### src/rtl/rom_loader_if.sv
// rom_loader_if: data_io byte stream plus SDRAM port1 write-request bus seen by rom_loader.
// The slave modport is the loader's view; master is the view of whatever drives it.
interface rom_loader_if;
    logic        ioctl_downl;
    logic [7:0]  ioctl_index;
    logic        ioctl_wr;
    logic [24:0] ioctl_addr;
    logic [7:0]  ioctl_dout;
    logic        ioctl_wait;
    logic        sdram_req;
    logic        sdram_ack;
    logic        sdram_we;
    logic [22:0] sdram_a;
    logic [1:0]  sdram_ds;
    logic [15:0] sdram_d;
    logic        busy;
    logic        overflow;
    logic [15:0] word_count;

    modport slave (
        input  ioctl_downl, ioctl_index, ioctl_wr, ioctl_addr, ioctl_dout, sdram_ack,
        output ioctl_wait, sdram_req, sdram_we, sdram_a, sdram_ds, sdram_d,
        output busy, overflow, word_count
    );

    modport master (
        output ioctl_downl, ioctl_index, ioctl_wr, ioctl_addr, ioctl_dout, sdram_ack,
        input  ioctl_wait, sdram_req, sdram_we, sdram_a, sdram_ds, sdram_d,
        input  busy, overflow, word_count
    );
endinterface

### src/rtl/rom_loader.sv
// rom_loader: packs data_io ROM bytes into big-endian 16-bit words, queues them and writes them to SDRAM.
// Optional macro ROM_LOADER_FLUSH_EN writes orphan even bytes as {byte, 8'h00} instead of dropping them.
module rom_loader #(
    parameter int          FIFO_DEPTH = 4,
    parameter logic [7:0]  ROM_INDEX  = 8'd0,
    parameter logic [22:0] BASE_ADDR  = 23'h0
) (
    input  logic        clk,
    input  logic        reset_n,
    rom_loader_if.slave bus
);
    localparam int AW = (FIFO_DEPTH > 1) ? $clog2(FIFO_DEPTH) : 1;
    localparam int CW = AW + 1;
    localparam int EW = 23 + 2 + 16;
    localparam logic [CW-1:0] FULL_CNT = CW'(FIFO_DEPTH);
    localparam logic [CW-1:0] WAIT_CNT = CW'(FIFO_DEPTH - 1);

    typedef enum logic {S_IDLE, S_WAIT} state_t;

    state_t        r_state;
    state_t        w_state_nxt;
    logic [EW-1:0] r_mem [FIFO_DEPTH];
    logic [AW-1:0] r_wr_ptr;
    logic [AW-1:0] r_rd_ptr;
    logic [CW-1:0] r_count;
    logic [CW-1:0] w_count_nxt;
    logic [EW-1:0] w_head;

    logic          r_req;
    logic [22:0]   r_a;
    logic [1:0]    r_ds;
    logic [15:0]   r_d;
    logic          r_wait;
    logic          r_busy;
    logic          r_ovf;
    logic [15:0]   r_wcount;
    logic          r_downl_q;
    logic          r_hold_v;
    logic [7:0]    r_hold_d;
    logic [23:0]   r_hold_a;
    logic          r_fp;

    logic          w_accept;
    logic          w_rise;
    logic          w_hold_v_eff;
    logic [23:0]   w_addr_sum;
    logic [22:0]   w_word_a;
    logic          w_push_req;
    logic [EW-1:0] w_push_data;
    logic          w_can_push;
    logic          w_push;
    logic          w_drop;
    logic          w_pop;
    logic          w_load;
    logic          w_hold_load;
    logic          w_hold_clr;
    logic          w_flush_done;
    logic          w_flush_set;
    logic          w_fp_nxt;

    assign w_accept     = bus.ioctl_wr & bus.ioctl_downl & (bus.ioctl_index == ROM_INDEX);
    assign w_rise       = bus.ioctl_downl & ~r_downl_q;
    assign w_hold_v_eff = r_hold_v & ~w_rise;
    // Full 24-bit sum kept for the pairing compare; the SDRAM only sees the low 23 bits.
    assign w_addr_sum   = bus.ioctl_addr[24:1] + {1'b0, BASE_ADDR};
    assign w_word_a     = w_addr_sum[22:0];
    assign w_head       = r_mem[r_rd_ptr];
    assign w_can_push   = (r_count != FULL_CNT) | w_pop;
    assign w_push       = w_push_req & w_can_push;
    assign w_drop       = w_push_req & ~w_can_push;

`ifdef ROM_LOADER_FLUSH_EN
    assign w_flush_set = ~bus.ioctl_downl & r_downl_q & r_hold_v;
`else
    assign w_flush_set = 1'b0;
`endif

    always_comb begin
        w_push_req   = 1'b0;
        w_push_data  = '0;
        w_hold_load  = 1'b0;
        w_hold_clr   = 1'b0;
        w_flush_done = 1'b0;
        if (w_accept && !bus.ioctl_addr[0]) begin
            w_hold_load = 1'b1;
`ifdef ROM_LOADER_FLUSH_EN
            if (w_hold_v_eff) begin
                w_push_req  = 1'b1;
                w_push_data = {r_hold_a[22:0], 2'b10, r_hold_d, 8'h00};
            end
`endif
        end else if (w_accept) begin
            if (w_hold_v_eff && (r_hold_a == w_addr_sum)) begin
                w_push_req  = 1'b1;
                w_push_data = {w_word_a, 2'b11, r_hold_d, bus.ioctl_dout};
                w_hold_clr  = 1'b1;
            end else begin
                w_push_req  = 1'b1;
                w_push_data = {w_word_a, 2'b01, 8'h00, bus.ioctl_dout};
            end
        end else if (r_fp && w_can_push) begin
            // Falling-edge flush only goes out when a slot is free, so it is never dropped.
            w_push_req   = 1'b1;
            w_push_data  = {r_hold_a[22:0], 2'b10, r_hold_d, 8'h00};
            w_flush_done = 1'b1;
        end
    end

    always_comb begin
        w_count_nxt = r_count;
        if (w_push && !w_pop) begin
            w_count_nxt = r_count + 1'b1;
        end else if (!w_push && w_pop) begin
            w_count_nxt = r_count - 1'b1;
        end
    end

    always_comb begin
        w_fp_nxt = r_fp;
        if (w_rise) begin
            w_fp_nxt = 1'b0;
        end else if (w_flush_set) begin
            w_fp_nxt = 1'b1;
        end else if (w_flush_done) begin
            w_fp_nxt = 1'b0;
        end
    end

    always_comb begin
        w_state_nxt = r_state;
        w_load      = 1'b0;
        w_pop       = 1'b0;
        case (r_state)
            S_IDLE: begin
                if (r_count != '0) begin
                    w_load      = 1'b1;
                    w_state_nxt = S_WAIT;
                end
            end
            S_WAIT: begin
                if (bus.sdram_ack == r_req) begin
                    w_pop       = 1'b1;
                    w_state_nxt = S_IDLE;
                end
            end
            default: w_state_nxt = S_IDLE;
        endcase
    end

    always_ff @(posedge clk) begin
        if (!reset_n) begin
            r_state <= S_IDLE;
        end else begin
            r_state <= w_state_nxt;
        end
    end

    always_ff @(posedge clk) begin
        if (!reset_n) begin
            r_wr_ptr <= '0;
            r_rd_ptr <= '0;
            r_count  <= '0;
        end else begin
            if (w_push) begin
                r_wr_ptr <= r_wr_ptr + 1'b1;
            end
            if (w_pop) begin
                r_rd_ptr <= r_rd_ptr + 1'b1;
            end
            r_count <= w_count_nxt;
        end
    end

    always_ff @(posedge clk) begin
        if (w_push) begin
            r_mem[r_wr_ptr] <= w_push_data;
        end
    end

    // Reset aligns req to ack so the controller never sees a stale toggle.
    always_ff @(posedge clk) begin
        if (!reset_n) begin
            r_req <= bus.sdram_ack;
            r_a   <= '0;
            r_ds  <= '0;
            r_d   <= '0;
        end else if (w_load) begin
            r_req <= ~r_req;
            r_a   <= w_head[40:18];
            r_ds  <= w_head[17:16];
            r_d   <= w_head[15:0];
        end
    end

    always_ff @(posedge clk) begin
        if (!reset_n) begin
            r_downl_q <= 1'b0;
            r_hold_v  <= 1'b0;
            r_fp      <= 1'b0;
            r_ovf     <= 1'b0;
            r_wcount  <= '0;
            r_wait    <= 1'b0;
            r_busy    <= 1'b0;
        end else begin
            r_downl_q <= bus.ioctl_downl;
            if (w_hold_load) begin
                r_hold_v <= 1'b1;
            end else if (w_rise || w_hold_clr || w_flush_done) begin
                r_hold_v <= 1'b0;
            end
            r_fp  <= w_fp_nxt;
            r_ovf <= (r_ovf & ~w_rise) | w_drop;
            if (w_rise) begin
                r_wcount <= {15'd0, w_pop};
            end else if (w_pop) begin
                r_wcount <= r_wcount + 1'b1;
            end
            r_wait <= (w_count_nxt >= WAIT_CNT);
            r_busy <= bus.ioctl_downl | (w_count_nxt != '0) | (w_state_nxt == S_WAIT) | w_fp_nxt;
        end
    end

    always_ff @(posedge clk) begin
        if (w_hold_load) begin
            r_hold_d <= bus.ioctl_dout;
            r_hold_a <= w_addr_sum;
        end
    end

    assign bus.ioctl_wait = r_wait;
    assign bus.sdram_req  = r_req;
    assign bus.sdram_we   = 1'b1;
    assign bus.sdram_a    = r_a;
    assign bus.sdram_ds   = r_ds;
    assign bus.sdram_d    = r_d;
    assign bus.busy       = r_busy;
    assign bus.overflow   = r_ovf;
    assign bus.word_count = r_wcount;
endmodule
### src/flat_wrapper.sv
// flat-port wrapper written by rule: the top's interface ports become plain ports
module rom_loader_flat 
#(
    parameter int          FIFO_DEPTH = 4,
    parameter logic [7:0]  ROM_INDEX  = 8'd0,
    parameter logic [22:0] BASE_ADDR  = 23'h0
)
  (clk, reset_n, bus_ioctl_downl, bus_ioctl_index, bus_ioctl_wr, bus_ioctl_addr, bus_ioctl_dout, bus_sdram_ack, bus_ioctl_wait, bus_sdram_req, bus_sdram_we, bus_sdram_a, bus_sdram_ds, bus_sdram_d, bus_busy, bus_overflow, bus_word_count);
  rom_loader_if bus_i ();
  input  logic clk;
  input  logic reset_n;
  input wire logic [$bits(bus_i.ioctl_downl)-1:0] bus_ioctl_downl;
  input wire logic [$bits(bus_i.ioctl_index)-1:0] bus_ioctl_index;
  input wire logic [$bits(bus_i.ioctl_wr)-1:0] bus_ioctl_wr;
  input wire logic [$bits(bus_i.ioctl_addr)-1:0] bus_ioctl_addr;
  input wire logic [$bits(bus_i.ioctl_dout)-1:0] bus_ioctl_dout;
  input wire logic [$bits(bus_i.sdram_ack)-1:0] bus_sdram_ack;
  output wire logic [$bits(bus_i.ioctl_wait)-1:0] bus_ioctl_wait;
  output wire logic [$bits(bus_i.sdram_req)-1:0] bus_sdram_req;
  output wire logic [$bits(bus_i.sdram_we)-1:0] bus_sdram_we;
  output wire logic [$bits(bus_i.sdram_a)-1:0] bus_sdram_a;
  output wire logic [$bits(bus_i.sdram_ds)-1:0] bus_sdram_ds;
  output wire logic [$bits(bus_i.sdram_d)-1:0] bus_sdram_d;
  output wire logic [$bits(bus_i.busy)-1:0] bus_busy;
  output wire logic [$bits(bus_i.overflow)-1:0] bus_overflow;
  output wire logic [$bits(bus_i.word_count)-1:0] bus_word_count;
  assign bus_i.ioctl_downl = bus_ioctl_downl;
  assign bus_i.ioctl_index = bus_ioctl_index;
  assign bus_i.ioctl_wr = bus_ioctl_wr;
  assign bus_i.ioctl_addr = bus_ioctl_addr;
  assign bus_i.ioctl_dout = bus_ioctl_dout;
  assign bus_i.sdram_ack = bus_sdram_ack;
  assign bus_ioctl_wait = bus_i.ioctl_wait;
  assign bus_sdram_req = bus_i.sdram_req;
  assign bus_sdram_we = bus_i.sdram_we;
  assign bus_sdram_a = bus_i.sdram_a;
  assign bus_sdram_ds = bus_i.sdram_ds;
  assign bus_sdram_d = bus_i.sdram_d;
  assign bus_busy = bus_i.busy;
  assign bus_overflow = bus_i.overflow;
  assign bus_word_count = bus_i.word_count;
  rom_loader #(.FIFO_DEPTH(FIFO_DEPTH), .ROM_INDEX(ROM_INDEX), .BASE_ADDR(BASE_ADDR)) u_core (.clk(clk), .reset_n(reset_n), .bus(bus_i));
endmodule
### config.mk
export PLATFORM = sky130hd
export DESIGN_NAME = rom_loader_flat
export DESIGN_NICKNAME = d
export VERILOG_FILES = /design/src/rtl/rom_loader_if.sv /design/src/rtl/rom_loader.sv /design/src/flat_wrapper.sv
export SDC_FILE = /design/constraint.sdc
export NUM_CORES = 1
export LEC_CHECK = 0
export CAP_MARGIN = 20
export CORE_MARGIN = 5
export CORE_UTILIZATION = 50
export CTS_CLUSTER_DIAMETER = 50
export DETAILED_ROUTE_END_ITERATION = 10
export PLACE_DENSITY = 0.76
export SYNTH_ARGS = -nofsm -noshare
export SYNTH_HDL_FRONTEND = slang
export SYNTH_SLANG_ARGS = --single-unit
### constraint.sdc
create_clock -name clk -period 4.07 [get_ports clk]
set_input_delay 0.814 -clock clk [delete_from_list [all_inputs] [get_ports clk]]
set_output_delay 0.814 -clock clk [all_outputs]
set_load 0.01 [all_outputs]
# == After elaboration in Yosys (flattened, before gate mapping) ==
# Memory sizes are Yosys's and may differ from the RTL's. A register that Yosys moved wholly into a read port is not among the register bits.
# Index checks and enable logic that the tools add are counted.
# totals
input_bits,46
memories,1
out_inout_bits,62
ram_bits,164
register_bits,63
word_cells,92
# memory_table
name,words,width,rd,rd_ports_with_merged_regs,wr,line_no,text
u_core.r_mem,4,41,1,1,1,rom_loader.sv:22,logic [EW-1:0] r_mem [FIFO_DEPTH];
# classes
magnitude_cmp,1
n_addsub,5
bitwise_logic,18
n_eq_ne,4
n_reduce_logical,17
n_mux,31
# op_table
cell,count
two-way mux 41 bit,3
equality test 24 bit,1
two-way mux 1 bit,24
two-way mux 18 bit,1
adder 16 x 1 -> 16 bit (second input constant),1
logical NOT 8 bit,1
bitwise AND 1 bit,7
two-way mux 3 bit,2
NOT 1 bit,6
nonzero test 3 bit,2
logical AND 1 bit,5
bitwise OR 1 bit,5
adder 2 x 1 -> 2 bit (second input constant),2
logical NOT 1 bit,4
nonzero test 2 bit,2
adder 3 x 1 -> 3 bit (second input constant),1
>= comparator 3 x 2 -> 1 bit (second input constant),1
!= test 3 bit (second input constant),1
subtractor 3 x 1 -> 3 bit (second input constant),1
logical OR 1 bit,2
!= test 2 x 1 -> 1 bit (second input constant),1
one-hot mux 1 bit (2 select lines),1
OR reduction 2 bit,1
equality test 1 bit,1

# == Logic depth before layout (Yosys ltp) ==
# Gate-level depths: netlist of the first run.
# logic_depth
word_depth,17
ltp_mapped,9
ltp_nobuf,8

# == Least setup slack after synthesis of the first run ==
# OpenSTA, ideal clock, no wires.
# synth_timing
kind,input to register
start,in bus_ioctl_index[5]
end,"mem u_core.r_mem[0][31] in the netlist's numbering, data pin"
cell_stages,4
path_slack_ns,0.438
path_buffers,1
t_required_ns,3.725
setup_ns,0.345
arrival_time_ns,3.287
cell_sequence,or4_4 > nor4_1 > clkbuf_1 > a21oi_1
# synth_between
elab_chain_cells,4
word_cells_on_any_way,5
cone_classes,2 x mux; 1 x bitwise; 2 x reduce/logical
# synth_lines
element,line_no,text
"start, declared",flat_wrapper.sv:13,input wire logic [$bits(bus_i.ioctl_index)-1:0] bus_ioctl_index;
logical NOT 8 bit *,rom_loader.sv:61,assign w_accept = bus.ioctl_wr & bus.ioctl_downl & (bus.ioctl_index == ROM_INDEX);
bitwise AND 1 bit *,rom_loader.sv:61,
two-way mux 41 bit / logical AND 1 bit (equally long branches),"rom_loader.sv:92, rom_loader.sv:84",
two-way mux 41 bit *,rom_loader.sv:84,if (w_accept && !bus.ioctl_addr[0]) begin
via u_core.w_push_data[31],rom_loader.sv:49,logic [EW-1:0] w_push_data;
"end, declared",rom_loader.sv:22,
# The timed path passes the listed nets; every way through them passes the cells marked *.

# == Worst setup path after layout of the first run ==
# layout_timing
start,in bus_ioctl_index[5]
end,"mem u_core.r_mem[2][15] in the netlist's numbering, enable pin"
# layout_between
elab_chain_cells,7
word_cells_on_any_way,8
cone_classes,4 x mux; 2 x bitwise; 2 x reduce/logical
# layout_lines
element,line_no,text
logical NOT 8 bit *,rom_loader.sv:61,
bitwise AND 1 bit *,rom_loader.sv:61,
two-way mux 1 bit / logical AND 1 bit (equally long branches),"rom_loader.sv:92, rom_loader.sv:84",
two-way mux 1 bit *,rom_loader.sv:84,
bitwise AND 1 bit *,rom_loader.sv:69,assign w_push = w_push_req & w_can_push;
two-way mux 1 bit *,rom_loader.sv:175,if (w_push) begin
two-way mux 1 bit (implied by the code) *,rom_loader.sv:176,r_mem[r_wr_ptr] <= w_push_data;
# Every way passes the cells marked *; elsewhere a longest branch is shown, timed or not.

==> flow_summary_export.csv, run 1 <==
group,metric,value,unit
grt,grt_max_degree,60,
sta,rsz0062_at_grt,"false",
layout,regArea,7340,µm²
critical_path,path_delay_family,"simple AND/OR/NAND/NOR gates",
pwr,leakage,4.58,nW
pwr,seqPwrFrac,0.503,
layout,drive_above_1_share,0.140,
clock_network,ctsLongestPathBuffers,3,
sta,setup-tns-final,0,ns
critical_path,critical_path_class,"in -> reg",
critical_path,startpoint_type,"input pin",
sta,tightest_slew,0.977,ns
grt,grt_pass1_wl,34.7,mm
floorplan,num_rows,53,
critical_path,cp_max_fo,30,
pwr,clkPwrFrac,0.425,
critical_path,critPathBufInv,2,
run_status,status,"finished clean",
clock_network,numCtsBuffers,29,
route,wirelength,22.0,mm
layout,areaGrowthSynthToFinish,22.7,%
sta,timing.slew.headroom,0.349,
pwr,p_sw,0.00131,W
clock_network,ctsResizeCount,0,
floorplan,core,21000,µm²
floorplan,io_pins,108,
synth,synth_adder_area_share,0.00945,
synth,synth_compound_area_frac,0.0511,
grt,grt_overflow,0,
worst_hold_path,worstHoldPathType,"reg -> reg",
critical_path,worstSetupEndpointType,"flop",
worst_hold_path,whs_path_depth,2,
synth,synth_mux_area_frac,0.0900,
layout,layout_common_cells,"197 x edfxtp_1, 145 x nand2_1, 105 x clkdlybuf4s50_1",
layout,utilization,0.620,
layout,fin_area,13000,µm²
synth,syn_nets,784,
synth,yosys_register_bits,268,
layout,nets,902,
synth,ys_warn_count,0,
critical_path,worstPathRequired,4.28,ns
clock_network,cts_root_buf,"clkbuf_16",
synth,syn_avg_cell_area,14.5,µm²
layout,multi_input_area,3100,µm²
synth,synth_edf_count,197,
sta,finClkSkew,0.0129,ns
pwr,finalPower,0.00589,W
sta,holdWs,0.461,ns
synth,synthFlopType,"edfxtp_1",
route,viasPerCell,5.40,
sta,maxSlewViolCount,0,
floorplan,die_area,24200,µm²
clock_network,cts_setup_buffers,0,
layout,nFillCells,1548,
sta,period_minus_slack,3.20,ns
pwr,p_int,0.00458,W
floorplan,die_x,156,µm
route,drcViolationCount,0,
clock_network,cts_hold_buf,0,
pwr,power_density,453,nW/µm²
clock_network,clk_pin_slew,0.06,ns
flow_run,cap_viol_max_count,0,
synth,synthesis.area,10600,µm²
critical_path,path_common_cell,"or4_4",
route,wire_per_inst,19.2,µm
placement,hpwl,14.1,mm
clock_network,clkLatencyLatePin,0.53,ns
placement,place_congestion,0.781,
sta,timing.final.crit_share,0.786,
placement,io_buffers,106,
synth,synthSimpleGateAreaFrac,0.101,
grt,first_global_vias,6353,
synth,synth_cells,730,
clock_network,cts_max_level,1,
layout,antennaDiodeCount,0,
synth,synth.distinct_cells,39,
sta,hold_violations,0,
pwr,comb_power_share,0.072,
critical_path,slowest_stage,"or4_4",
critical_path,cp_cell_sequence,"clkdlybuf4s50_1 -> or4_4 -> or4_4 -> a21oi_2 -> and2_2 -> buf_12",
synth,synth-xor-area-share,0.0380,
critical_path,worst_ep_arrival_time,3.41,ns
pwr,switching_share,0.222,
pwr,ir_drop,0.353,mV
critical_path,cp_slowest_stage_delay,0.58,ns
critical_path,critical_path_cell_count,6,
sta,finalSetupViolCount,0,
route,final_antenna_net_count,0,
sta,fmax,313,MHz
critical_path,r2r.worst_path.cells,6,
clock_network,clock-sinks,268,
floorplan,initial_utilization,0.506,
synth,synthArstFlopShare,0,
clock_network,cts_tree,"yes",
floorplan,die_h,156,µm
layout,final_common_cell,"edfxtp_1",
grt,antenna_found_initial,0,
grt,grt_use_total,0.181,
route,dr_total_vias,6182,
route,drt_iter0_drc,441,
synth,yosysSeqAreaShare,0.693,
placement,placed_cell_area,12100,µm²
route,drtPass1Iterations,6,
synth,synth_top_family_by_area,"simple AND/OR/NAND/NOR gates",
## path summary, 6_finish.rpt
path	start	end	slack, ns
max	bus_ioctl_index[5]	u_core.r_mem[2][15]	0.87
min reg2reg	u_core.bus.sdram_d[7]	u_core.bus.sdram_d[7]	0.46
max reg2reg	u_core.bus.sdram_req	u_core.r_mem[2][39]	1.65
min	u_core.bus.sdram_d[7]	u_core.bus.sdram_d[7]	0.46
## sequential cells by signal, indices dropped and copies added (netlist names), 2 cells and up
| name | cells |
|---|---|
| u_core.bus.sdram_a | 23 |
| u_core.bus.sdram_d | 16 |
| u_core.bus.sdram_ds | 2 |
| u_core.bus.word_count | 16 |
| u_core.r_count | 3 |
| u_core.r_hold_a | 24 |
| u_core.r_hold_d | 8 |
| u_core.r_mem | 164 |
| u_core.r_rd_ptr | 2 |
| u_core.r_wr_ptr | 2 |
## cells in the mapped netlist (all sizes together) (12+ instances only)
cell type	count	share of area
a21boi	43	0.031
a21oi	30	0.015
and2	22	0.013
and3	13	0.0077
clkbuf	31	0.011
dfxtp	71	0.13
edfxtp	197	0.56
mux4	41	0.087
nand2	145	0.051
nand3	12	0.0057
nor2	20	0.0071
xnor2	32	0.026
xor2	14	0.012
## per-stage QoR
stage,setup WS (ns),cells
after CTS,0.895,1145
after global placement,0.425,1092
final,0.871,1145
after global routing,0.778,1145
after floorplan,0.438,730
after detailed placement,0.384,1092
## power by group through the flow
stage | logic, W | clock network [W] | registers, W
global placement | 0.000425 | 0 | 0.00302
finish | 0.000424 | 0.00250 | 0.00297
detailed placement | 0.000431 | 0 | 0.00302
CTS | 0.000434 | 0.00255 | 0.00297
floorplan | 0.000272 | 0 | 0.00299
global route | 0.000462 | 0.00268 | 0.00297
## cell type report
| cell class | instances | area share |
|---|---|---|
| sequential | 268 | 0.564 |
| multi-input combinational | 416 | 0.238 |
| timing repair buffer | 124 | 0.0964 |
| clock buffer | 43 | 0.0645 |
| tap | 275 | 0.0265 |
| clock inverter | 10 | 0.00751 |
| inverter | 9 | 0.00260 |
## cell families after synthesis
kind of cell / after synthesis
AND/OR/NAND/NOR: 237
flip-flops: 268
adder cells (fa/ha/maj): 8
AO/OA/AOI/OAI: 80
multiplexers: 44
other: 1
buffers and inverters: 46
XOR/XNOR: 46
## layer usage
metal	track usage	up-vias	wire length, µm	share of wire
li1	-	2890	-	-
met1	0.249	3077	9340	0.42
met2	0.309	186	11000	0.50
met3	0.0250	29	1340	0.061
met4	0.0429	0	395	0.018
met5	0	-	0	0
## worst reg2reg max path, stage by stage, from the launching register on
cell	delay, ns
edfxtp_1	0.42
xnor2_1	0.41
a21oi_1	0.21
nor2_1	0.34
buf_4	0.37
nand2_1	0.10
a21oi_1	0.34
Note: power is estimated with default switching activity, not from simulation.
==> inputs of run 2 (changes only) <==
--- a/config.mk
+++ b/config.mk
@@ -10,7 +10,7 @@
 export CORE_UTILIZATION = 50
 export CTS_CLUSTER_DIAMETER = 50
 export DETAILED_ROUTE_END_ITERATION = 10
-export PLACE_DENSITY = 0.76
+export PLACE_DENSITY = 0.78
 export SYNTH_ARGS = -nofsm -noshare
 export SYNTH_HDL_FRONTEND = slang
 export SYNTH_SLANG_ARGS = --single-unit
==> constraint.sdc (replaced) <==
create_clock -name clk -period 2.55 [get_ports clk]
set_input_delay 0.51 -clock clk [delete_from_list [all_inputs] [get_ports clk]]
set_output_delay 0.51 -clock clk [all_outputs]
set_load 0.01 [all_outputs]
==> flow_summary_export.csv, run 2 (same netlist as run 1, synthesis figures left out) <==
group,metric,value,unit
run_status,status,"finished clean",
pwr,p_int,0.00725,W
route,drcViolationCount,0,
grt,grt_use_total,0.197,
critical_path,startpoint_type,"flop",
route,drt_iter0_drc,454,
clock_network,cts_hold_buf,0,
layout,drive_above_1_share,0.194,
grt,grt_overflow,0,
floorplan,io_pins,108,
layout,final_common_cell,"edfxtp_1",
clock_network,cts_tree,"yes",
sta,rsz0062_at_grt,"false",
route,dr_total_vias,6476,
sta,maxSlewViolCount,0,
clock_network,ctsLongestPathBuffers,3,
sta,period_minus_slack,2.38,ns
clock_network,numCtsBuffers,29,
floorplan,num_rows,53,
pwr,p_sw,0.00216,W
flow_run,cap_viol_max_count,0,
layout,nets,953,
placement,hpwl,16.1,mm
floorplan,die_area,24200,µm²
critical_path,worstPathRequired,2.84,ns
sta,finalSetupViolCount,0,
clock_network,clkLatencyLatePin,0.54,ns
layout,areaGrowthSynthToFinish,27.9,%
critical_path,cp_slowest_stage_delay,0.48,ns
route,wirelength,23.8,mm
sta,timing.final.crit_share,0.932,
layout,layout_common_cells,"197 x edfxtp_1, 145 x nand2_1, 101 x clkdlybuf4s50_1",
clock_network,clk_pin_slew,0.06,ns
layout,top_register,"u_core.r_mem",
pwr,switching_share,0.230,
pwr,seqPwrFrac,0.499,
clock_network,cts_root_buf,"clkbuf_16",
floorplan,initial_utilization,0.506,
route,drtPass1Iterations,5,
layout,multi_input_area,3130,µm²
critical_path,cp_cell_sequence,"inv_1 -> ha_1 -> nand2_1 -> a21oi_1 -> buf_4 -> nor2_1 -> buf_4 -> nand2_1 -> a21oi_1",
sta,hold_violations,0,
critical_path,worst_ep_arrival_time,2.67,ns
worst_hold_path,worstHoldPathType,"in -> reg",
layout,regArea,7340,µm²
pwr,comb_power_share,0.083,
layout,fin_area,13500,µm²
route,final_antenna_net_count,0,
grt,grt_max_degree,44,
sta,tightest_slew,0.781,ns
critical_path,r2r_end,"u_core.r_mem[3][22]",
critical_path,critical_path_class,"reg -> reg",
grt,first_global_vias,6822,
critical_path,path_delay_family,"buffers and inverters",
critical_path,slowest_stage,"dfxtp_1",
critical_path,worstSetupEndpointType,"flop",
placement,io_buffers,106,
critical_path,crit_start,"u_core.r_count[0]",
layout,fin_cells,1197,
critical_path,r2r.worst_path.cells,9,
route,viasPerCell,5.41,
critical_path,rrSetupSlack,0.17,ns
floorplan,core,21000,µm²
layout,nFillCells,1520,
critical_path,critPathBufInv,3,
clock_network,cts_max_level,1,
route,wire_per_inst,19.9,µm
worst_hold_path,hold_path_startpoint,"reset_n",
floorplan,die_x,156,µm
critical_path,rr_startpoint,"u_core.r_count[0]",
pwr,clkPwrFrac,0.418,
layout,antennaDiodeCount,0,
placement,placed_cells,1142,
pwr,ir_drop,0.515,mV
critical_path,crit_path_end,"u_core.r_mem[3][22]",
critical_path,cp_max_fo,24,
layout,utilization,0.647,
floorplan,die_h,156,µm
sta,timing.slew.headroom,0.479,
critical_path,critical_path_cell_count,9,
pwr,power_density,695,nW/µm²
clock_network,clock-sinks,268,
placement,placed_cell_area,12600,µm²
pwr,leakage,4.92,nW
grt,antenna_found_initial,1,
placement,place_congestion,0.806,
layout,largest_reg_flops,164,
sta,finClkSkew,0.0136,ns
sta,fmax,421,MHz
grt,grt_pass1_wl,37.4,mm
-- run 2: cell count changes in the layout (fill, tap and decap cells not counted), moves of 3 or more --
| cell | delta |
|---|---|
| clkinv_2 | +4 |
| buf_12 | +10 |
| and2_4 | +4 |
| and2_2 | -4 |
| buf_4 | +39 |
| dlymetal6s2s_1 | +4 |
| clkdlybuf4s50_1 | -4 |
| clkbuf_1 | -3 |
| clkbuf_8 | -3 |
-- run 2: metal layers --
metal,part of all wire,GRT usage,vias to the layer above,routed length [µm]
met5,0.00029,0,-,7
met4,0.019,0.0459,2,461
met3,0.059,0.0361,37,1420
met2,0.50,0.343,220,12000
met1,0.42,0.259,3213,9910
li1,-,-,3004,-
-- run 2: metrics by stage --
stage	total power [W]	TNS (ns)	setup WS, ns	hold WS (ns)
3_3_place_gp	0.00556	-131.46	-0.527	0.450
3_5_place_dp	0.00558	-134.02	-0.521	0.458
5_1_grt	0.00976	0	0.00156	0.441
6_report	0.00942	0	0.173	0.421
2_1_floorplan	0.00521	-16.45	-0.0809	0.469
4_1_cts	0.00950	0	0.0267	0.401
-- run 2: cell type report --
cell class / count / area share
sequential: 268 / 0.542
clock inverter: 16 / 0.00794
tap: 275 / 0.0254
timing repair buffer: 175 / 0.131
multi-input combinational: 416 / 0.231
inverter: 9 / 0.00249
clock buffer: 38 / 0.0598
-- run 2: how the worst min path moves through the flow --
stage,endpoint,slack [ns],cells after the start
2_1_floorplan,u_core.r_fp,0.47,1
3_3_place_gp,u_core.bus.sdram_d[8],0.45,2
3_5_place_dp,u_core.bus.sdram_d[8],0.46,2
4_1_cts,u_core.bus.ioctl_wait,0.40,2
5_1_grt,u_core.bus.ioctl_wait,0.44,2
6_report,u_core.bus.ioctl_wait,0.42,2
-- run 2: what timing repair did --
action | in CTS | in global routing
resized for setup | 0 | 11
setup endpoints to repair | 0 | 106
setup buffers | 0 | 1
-- run 2: worst register-to-register path, stage by stage (launching register included) --
cell and delay (ns):
dfxtp_1 0.48, inv_1 0.12, ha_1 0.27, nand2_1 0.11, a21oi_1 0.05, buf_4 0.17, nor2_1 0.16, buf_4 0.32
nand2_1 0.10, a21oi_1 0.35
-- run 2: power by group through the flow --
stage                     registers (W)  logic, W  clock network, W
final                           0.00470  0.000785           0.00393
after global routing            0.00470  0.000857           0.00420
after CTS                       0.00470  0.000796           0.00401
after detailed placement        0.00479  0.000789                 0
after global placement          0.00479  0.000769                 0
after floorplan                 0.00478  0.000434                 0
==> inputs of run 3 (changes only) <==
--- a/config.mk
+++ b/config.mk
@@ -5,7 +5,6 @@
 export SDC_FILE = /design/constraint.sdc
 export NUM_CORES = 1
 export LEC_CHECK = 0
-export CAP_MARGIN = 20
 export CORE_MARGIN = 5
 export CORE_UTILIZATION = 50
 export CTS_CLUSTER_DIAMETER = 50
==> constraint.sdc (replaced) <==
create_clock -name clk -period 2.55 [get_ports clk]
set_input_delay 0.51 -clock clk [delete_from_list [all_inputs] [get_ports clk]]
set_output_delay 0.51 -clock clk [all_outputs]
set_load 0.1 [all_outputs]
==> flow_summary_export.csv, run 3 (same netlist as run 1, synthesis figures left out) <==
group,metric,value,unit
route,viasPerCell,5.44,
grt,grt_use_total,0.196,
critical_path,path_delay_family,"simple AND/OR/NAND/NOR gates",
clock_network,cts_setup_buffers,0,
floorplan,die_x,156,µm
layout,top_register,"u_core.r_mem",
route,drt_iter0_drc,564,
layout,fin_area,13400,µm²
critical_path,critPathBufInv,1,
sta,timing.final.crit_share,0.953,
grt,use_met3,0.0311,
floorplan,die_h,156,µm
clock_network,clk_pin_slew,0.06,ns
sta,finClkSkew,0.0257,ns
run_status,status,"finished clean",
sta,rsz0062_at_grt,"false",
sta,timing.slew.headroom,0.473,
grt,antenna_found_initial,0,
critical_path,worstSetupEndpointType,"flop",
layout,nets,947,
layout,final_common_cell,"edfxtp_1",
critical_path,cp_max_fo,9,
floorplan,die_area,24200,µm²
route,drcViolationCount,0,
pwr,power_density,735,nW/µm²
grt,grt_pass1_wl,36.9,mm
grt,grt_overflow,0,
placement,io_buffers,106,
placement,place_congestion,0.823,
critical_path,startpoint_type,"flop",
layout,drive_above_1_share,0.247,
critical_path,path_common_cell,"nor4_1",
sta,fmax,411,MHz
pwr,leakage,5.04,nW
grt,grt_busiest_layer,"met2",
placement,hpwl,16.1,mm
flow_run,cap_viol_max_count,0,
layout,areaGrowthSynthToFinish,26.5,%
route,drtPass1Iterations,7,
sta,setup-tns-final,0,ns
worst_hold_path,worstHoldPathType,"in -> reg",
sta,hold_violations,0,
clock_network,clkLatencyLatePin,0.54,ns
pwr,ir_drop,0.533,mV
layout,nFillCells,1509,
floorplan,num_rows,53,
clock_network,cts_max_level,1,
clock_network,cts_hold_buf,0,
critical_path,worst_ep_arrival_time,2.79,ns
critical_path,cp_slowest_stage_delay,0.51,ns
floorplan,initial_utilization,0.506,
grt,met2_usage,0.350,
clock_network,cts_root_buf,"clkbuf_16",
layout,largest_reg_flops,164,
layout,antennaDiodeCount,0,
sta,finalSetupViolCount,0,
layout,utilization,0.640,
route,final_antenna_net_count,0,
layout,fin_cells,1190,
clock_network,numCtsBuffers,29,
critical_path,worstPathRequired,2.91,ns
clock_network,cts_tree,"yes",
layout,layout_common_cells,"197 x edfxtp_1, 144 x nand2_1, 108 x buf_4",
grt,first_global_vias,6807,
floorplan,core,21000,µm²
critical_path,slowest_stage,"nor4_1",
route,wire_per_inst,19.9,µm
sta,maxSlewViolCount,0,
grt,grt.met1_usage,0.253,
route,wirelength,23.7,mm
placement,placed_cell_area,12400,µm²
grt,grt_max_degree,44,
placement,placed_cells,1137,
route,dr_total_vias,6469,
critical_path,critical_path_class,"reg -> reg",
sta,period_minus_slack,2.43,ns
critical_path,cp_cell_sequence,"xor2_1 -> nor4_1 -> nand3_1 -> nor4_1 -> buf_4 -> a31o_2 -> and2_1",
pwr,finalPower,0.00985,W
floorplan,io_pins,108,
clock_network,clock-sinks,268,
sta,tightest_slew,0.790,ns
clock_network,ctsLongestPathBuffers,3,
## run 3: layout make-up
class                   instances  area (µm²)  share of cell area
flip-flops and latches        268        7340               0.548
multi-input cells             416        3120               0.233
repair buffers                169        1580               0.118
clock buffers                  43         818              0.0610
well taps                     275         344              0.0257
clock inverters                10         168              0.0125
inverters                       9        33.8             0.00252
## run 3: where the power goes
part / leakage, nW / internal (W) / switching (W)
logic: 1.79 / 0.000324 / 0.000573
registers: 2.77 / 0.00466 / 0.0000369
clock network: 0.479 / 0.00262 / 0.00163
total: 5.04 / 0.00761 / 0.00224
## run 3: timing repair
| item | in CTS | in global routing |
|---|---|---|
| hold endpoints to repair | 0 | 0 |
| gates resized for setup | 2 | 7 |
| pin swaps | 0 | 4 |
| endpoints found under the setup margin | 8 | 24 |
## run 3: final timing paths
path,end,startpoint,depth (start not counted),slack [ns]
worst max register to register,u_core.r_mem[0][9],u_core.r_hold_a[18],7,0.12
worst min register to register,u_core.bus.sdram_d[10],u_core.bus.sdram_d[10],2,0.46
worst max-delay path,u_core.r_mem[0][9],u_core.r_hold_a[18],7,0.12
worst min-delay path,u_core.bus.busy,reset_n,2,0.42
## run 3: routing by layer
layer  routed length [µm]  vias to the layer above  share of wire
met2                12300                      238           0.52
met1                 9410                     3208           0.40
li1                     -                     2985              -
met5                    0                        -              0
met4                  537                        0          0.023
met3                 1440                       38          0.061
## run 3: per-stage QoR
step	setup slack [ns]	hold WS (ns)
global placement	-0.524	0.453
detailed placement	-0.529	0.457
CTS	0.0200	0.398
floorplan	-0.0809	0.469
finish	0.120	0.422
global route	0.0463	0.427
## run 3: worst reg2reg max path, stage by stage (launching register included)
cell and delay, ns:
edfxtp_1 0.41, xor2_1 0.19, nor4_1 0.51, nand3_1 0.13, nor4_1 0.30, buf_4 0.19, a31o_2 0.27, and2_1 0.26
